$ cat config.mk
export PLATFORM = sky130hd
export DESIGN_NAME = bcd_key_enc
export DESIGN_NICKNAME = d
export VERILOG_FILES = /design/src/rtl/bcd_pkg.sv /design/src/rtl/bcd_fifo.sv /design/src/rtl/bcd_key_enc.sv
export SDC_FILE = /design/constraint.sdc
export NUM_CORES = 1
export LEC_CHECK = 0
export BUFFER_PORTS_ARGS = -buffer_cell sky130_fd_sc_hd__clkbuf_2
export CAP_MARGIN = 20
export CORE_MARGIN = 2
export CORE_UTILIZATION = 63
export CTS_CLUSTER_DIAMETER = 50
export DETAILED_ROUTE_END_ITERATION = 8
export GPL_ROUTABILITY_DRIVEN = 0
export MAX_ROUTING_LAYER = met4
export PLACE_DENSITY = 0.93
export SLEW_MARGIN = 20
export SYNTH_ARGS = -nofsm -noshare
export SYNTH_HDL_FRONTEND = slang
export SYNTH_SLANG_ARGS = --single-unit
$ cat constraint.sdc
create_clock -name clk -period 6.43 [get_ports clk]
set_input_delay 0.3215 -clock clk [delete_from_list [all_inputs] [get_ports clk]]
set_output_delay 0.3215 -clock clk [all_outputs]
set_load 0.1 [all_outputs]
$ cat src/rtl/bcd_pkg.sv
// Shared types, widths and the one-hot to BCD encoder for the key encoder.
package bcd_pkg;

    localparam int unsigned BCD_W = 4;
    localparam int unsigned KEY_W = 10;

    typedef enum logic [1:0] {
        ST_IDLE     = 2'd0,
        ST_DEBOUNCE = 2'd1,
        ST_EMIT     = 2'd2,
        ST_WAIT_REL = 2'd3
    } state_t;

    // Returns {is_onehot, bcd}; key n maps to digit n (inverse of the decoder table).
    function automatic logic [BCD_W:0] onehot_to_bcd(input logic [KEY_W-1:0] v);
        logic [BCD_W-1:0] bcd;
        logic             oh;
        bcd = '0;
        oh  = (v != '0) && ((v & (v - KEY_W'(1))) == '0);
        for (int i = 0; i < int'(KEY_W); i++) begin
            if (v[i]) bcd = BCD_W'(i);
        end
        return {oh, bcd};
    endfunction

endpackage

$ cat src/rtl/bcd_fifo.sv
// First-word fall-through synchronous FIFO for encoded digits.
module bcd_fifo #(
    parameter int unsigned DEPTH = 4,
    parameter int unsigned W     = 4
) (
    input  logic                     clk,
    input  logic                     rst_n,
    input  logic                     wr_en,
    input  logic [W-1:0]             wr_data,
    input  logic                     rd_en,
    output logic [W-1:0]             rd_data,
    output logic                     full,
    output logic                     empty,
    output logic [$clog2(DEPTH):0]   cnt
);

    localparam int unsigned AW = $clog2(DEPTH);
    localparam int unsigned CW = AW + 1;

    logic [W-1:0]  mem [DEPTH];
    logic [AW-1:0] wr_ptr;
    logic [AW-1:0] rd_ptr;
    logic          wr_ok;
    logic          rd_ok;

    assign full    = (cnt == CW'(DEPTH));
    assign empty   = (cnt == '0);
    assign rd_ok   = rd_en && !empty;
    // A push into a full FIFO is legal when a pop frees the slot in the same cycle.
    assign wr_ok   = wr_en && (!full || rd_ok);
    assign rd_data = empty ? '0 : mem[rd_ptr];

    // Storage array; contents are don't-care until written.
    always_ff @(posedge clk) begin
        if (wr_ok) mem[wr_ptr] <= wr_data;
    end

    // Pointers and occupancy.
    always_ff @(posedge clk or negedge rst_n) begin
        if (!rst_n) begin
            wr_ptr <= '0;
            rd_ptr <= '0;
            cnt    <= '0;
        end else begin
            if (wr_ok) wr_ptr <= wr_ptr + AW'(1);
            if (rd_ok) rd_ptr <= rd_ptr + AW'(1);
            case ({wr_ok, rd_ok})
                2'b10:   cnt <= cnt + CW'(1);
                2'b01:   cnt <= cnt - CW'(1);
                default: cnt <= cnt;
            endcase
        end
    end

endmodule

$ cat src/rtl/bcd_key_enc.sv
// Debounced decimal keypad encoder with a digit queue and sticky error flags.
module bcd_key_enc
    import bcd_pkg::*;
#(
    parameter int unsigned DEB_CYC    = 4,
    parameter int unsigned FIFO_DEPTH = 4
) (
    input  logic                          clk,
    input  logic                          rst_n,
    input  logic [KEY_W-1:0]              key,
    output logic [BCD_W-1:0]              out,
    output logic                          valid,
    input  logic                          ready,
    output logic [$clog2(FIFO_DEPTH):0]   fifo_cnt,
    output logic                          err,
    output logic                          ovf,
    input  logic                          err_clr
);

    localparam int unsigned CNT_W = 8;
    localparam logic [CNT_W-1:0] CNT_LAST = CNT_W'(DEB_CYC - 1);

    state_t            state, state_nx;
    logic [CNT_W-1:0]  cnt, cnt_nx;
    logic [KEY_W-1:0]  s1, s2;
    logic [KEY_W-1:0]  snap, snap_nx;
    logic [BCD_W:0]    enc;
    logic              err_set, ovf_set, err_nx, ovf_nx;
    logic              push, pop, full, empty;

    assign enc   = onehot_to_bcd(snap);
    assign pop   = valid && ready;
    assign valid = !empty;

    // Two-flop synchronizer, FSM state and sticky flags.
    always_ff @(posedge clk or negedge rst_n) begin
        if (!rst_n) begin
            s1    <= '0;
            s2    <= '0;
            state <= ST_IDLE;
            cnt   <= '0;
            snap  <= '0;
            err   <= 1'b0;
            ovf   <= 1'b0;
        end else begin
            s1    <= key;
            s2    <= s1;
            state <= state_nx;
            cnt   <= cnt_nx;
            snap  <= snap_nx;
            err   <= err_nx;
            ovf   <= ovf_nx;
        end
    end

    // Debounce / emit / release-wait sequencing.
    always_comb begin
        state_nx = state;
        cnt_nx   = cnt;
        snap_nx  = snap;
        err_set  = 1'b0;
        ovf_set  = 1'b0;
        push     = 1'b0;
        unique case (state)
            ST_IDLE: begin
                if (s2 != '0) begin
                    snap_nx  = s2;
                    cnt_nx   = '0;
                    state_nx = ST_DEBOUNCE;
                end
            end
            ST_DEBOUNCE: begin
                if (s2 == '0) begin
                    state_nx = ST_IDLE;
                end else if (s2 != snap) begin
                    snap_nx = s2;
                    cnt_nx  = '0;
                end else if (cnt == CNT_LAST) begin
                    if (enc[BCD_W]) begin
                        state_nx = ST_EMIT;
                    end else begin
                        err_set  = 1'b1;
                        state_nx = ST_WAIT_REL;
                    end
                end else begin
                    cnt_nx = cnt + CNT_W'(1);
                end
            end
            ST_EMIT: begin
                push     = !full || pop;
                ovf_set  = !push;
                cnt_nx   = '0;
                state_nx = ST_WAIT_REL;
            end
            ST_WAIT_REL: begin
                if (s2 != '0) begin
                    cnt_nx = '0;
                end else if (cnt == CNT_LAST) begin
                    state_nx = ST_IDLE;
                end else begin
                    cnt_nx = cnt + CNT_W'(1);
                end
            end
            default: state_nx = ST_IDLE;
        endcase
        // Setting a flag takes priority over a same-cycle clear.
        err_nx = err_set || (err && !err_clr);
        ovf_nx = ovf_set || (ovf && !err_clr);
    end

    bcd_fifo #(
        .DEPTH (FIFO_DEPTH),
        .W     (BCD_W)
    ) u_fifo (
        .clk     (clk),
        .rst_n   (rst_n),
        .wr_en   (push),
        .wr_data (enc[BCD_W-1:0]),
        .rd_en   (pop),
        .rd_data (out),
        .full    (full),
        .empty   (empty),
        .cnt     (fifo_cnt)
    );

endmodule

==> reports/qor.yml <==
status:
  status: "complete, no violations"
floorplanning:
  die_w_um: 70.9
  num_rows: 24
  coreArea_um2: 4320
  boundaryPins: 24
  start_util_pct: 65.1
  die_h_um: 70.9
  die-area_um2: 5020
logic_synthesis:
  yosysSeqAreaShare_pct: 60.6
  ys_seq_elements: 65
  synthTopCellsByArea: "dfrtp_1 44%, edfxtp_1 17%, xnor2_1 5.0%"
  postSynthNetCount: 236
  yosysTopAreaCell: "dfrtp_1"
  synth.most_common_cell: "dfrtp_1"
  syn_area_per_cell_um2: 13.1
  synth_common_cells: "49 x dfrtp_1, 16 x edfxtp_1, 16 x xnor2_1"
  synth_area_um2: 2820
  synth.yosys.warnings: 0
  synth_edf_count: 16
  yosysTopAreaCellShare_pct: 43.5
  async_flop_share_pct: 75.4
  syn_inst: 215
  ys_dominant_reg_cell: "dfrtp_1"
  synthDistinctLibCells: 45
route:
  dr.pass1.iters: 4
  wl_per_cell_um: 14.7
  finalWirelength_um: 4470
  ant_nets: 0
  vias: 1665
  vias_per_cell: 5.50
  drtIter0Drc: 149
  route.detailed.drc: 0
sta:
  clock_skew_ns: 0.00941
  hold_viol: 0
  rsz0062_at_grt: "false"
  slew_violations: 0
  tightest_slew_ns: 0.606
  fin_crit_sh_pct: 39.1
  fin_hold_ws_ns: 0.0734
  fin_crit_ns: 2.51
  finalSetupTns_ns: 0
  max_slew_margin_pct: 59.3
  layout_setup_ws_ns: 3.92
  setup_viol: 0
  fmax_mhz: 398
critical_path:
  critPathLaunchType: "register"
  crit_fanout: 8
  cp-end-kind: "register"
  crit_type: "register to register"
  crit_required_ns: 6.69
  cp.arrival_ns: 2.77
cts:
  clkTransAtPathRegs_ns: 0.07
  cts_buffers: 9
  cts.sinks: 65
  h-tree-depth: 3
  ctsHoldBuffers: 0
  clk_latency_ns: 0.34
  post_cts.resized_instances: 0
  post_cts_buffers: 0
  clockBufferDepth: 2
  cts_tree: "yes"
  cts-root-buf: "clkbuf_8"
pwr:
  p_leak_nw: 1.37
  peakVddDrop_mv: 0.228
  cellPowerDensity_nw_per_um2: 368
global_route:
  grt_max_degree: 50
  first_global_vias: 1716
  gr-total-overflow: 0
  grt_pass1_wl_um: 7620
  antenna_found_initial: 0
  track_usage_pct: 21.2
min_path:
  hp-class: "input port to async pin"
placed_design:
  port-buffer-count: 23
  place_hpwl_um: 3150
  dpl_worst_slack_ns: 3.93
cells_and_area:
  drive_gt1_share_pct: 24.7
  final_nets: 267
  antennaDiodeCount: 0
  syn_to_final_growth_pct: 13.4
flow_run:
  drv_cap: 0
state kept, by name, indices dropped and copies added (netlist names), named ones only:
name and flops:
state 1, u_fifo.mem 16, s1 10, ovf 1, s2 10, u_fifo.cnt 3, cnt 8, err 1
u_fifo.wr_ptr 2, u_fifo.rd_ptr 2, snap 10
metrics by stage:
step                      total power [mW]  cell area [um^2]  cells  util (%)
after floorplan                      0.784              2820    215         -
after global placement               0.830              2990    287      69.1
after detailed placement             0.841              2990    287      69.1
after CTS                             1.19              3190    303      73.8
after global routing                  1.22              3190    303      73.8
final                                 1.18              3190    303      73.8
final cells by class:
type / count / area, um^2
clock buffer: 11 / 151
clock inverter: 5 / 53.8
fill: 292 / 1130
inverter: 12 / 45.0
multi-input combinational: 134 / 1050
sequential: 65 / 1710
tap: 52 / 65.1
timing repair buffer: 24 / 123
worst max-delay path: stages (launching register included):
cell and delay (ns):
dfrtp_1 0.42, or4b_2 0.67, nor2b_1 0.23, inv_1 0.08, ha_1 0.17, inv_1 0.06
fa_1 0.37, xor2_1 0.15, nor2_1 0.11, xor2_1 0.17
where the power goes:
group | leakage, nW | switching (mW) | internal [mW]
Combinational | 0.508 | 0.259 | 0.0848
Clock | 0.109 | 0.148 | 0.199
Sequential | 0.750 | 0.0359 | 0.450
path summary, 6_finish.rpt:
check	startpoint	end	cells after the start	slack (ns)
worst max register to register	u_fifo.cnt[0]$_DFFE_PN0P_	u_fifo.cnt[2]$_DFFE_PN0P_	9	3.92
worst min-delay path	rst_n	snap[1]$_DFFE_PN0P_	2	0.07
worst max-delay path	u_fifo.cnt[0]$_DFFE_PN0P_	u_fifo.cnt[2]$_DFFE_PN0P_	9	3.92
max in group asynchronous	rst_n	cnt[6]$_DFFE_PN0P_	2	5.95
min in group clk	key[3]	s1[3]$_DFF_PN0_	1	0.09
worst min register to register	s1[8]$_DFF_PN0_	s2[8]$_DFF_PN0_	0	0.35
placed cells by master (no fill, tap or decap), types with 2 or more instances in the layout:
cell / n
clkinv_2: 3
inv_1: 12
o21ai_0: 6
ha_1: 6
and2_1: 10
clkbuf_8: 11
clkbuf_2: 23
and3_1: 4
nand2_1: 11
mux2_2: 8
mux4_2: 4
nand4_1: 3
a21oi_1: 4
a31oi_1: 2
o2bb2ai_1: 2
xor2_1: 8
dfrtp_1: 49
o31ai_1: 2
xnor2_1: 16
nor3_1: 3
or2_2: 2
nor4_1: 3
edfxtp_1: 16
nand3_1: 3
nor2_1: 14
and4_1: 3
routing by layer:
| layer | share of wire [%] | GRT usage [%] | up-vias |
|---|---|---|---|
| li1 | - | - | 822 |
| met1 | 42 | 24.3 | 797 |
| met5 | 0 | - | - |
| met3 | 3.8 | 4.42 | 11 |
| met2 | 51 | 34.2 | 35 |
| met4 | 2.7 | 13.0 | 0 |
logic make-up after synthesis:
| group | after synthesis | synth area share (%) |
|---|---|---|
| buf+inv | 16 | 2.18 |
| mux | 13 | 6.75 |
| compound gates | 21 | 5.02 |
| simple gates | 68 | 14.2 |
| xor+xnor | 24 | 7.46 |
| fa+ha+maj | 8 | 3.78 |
| flops | 65 | 60.6 |
(Power assumes the default switching activity.)
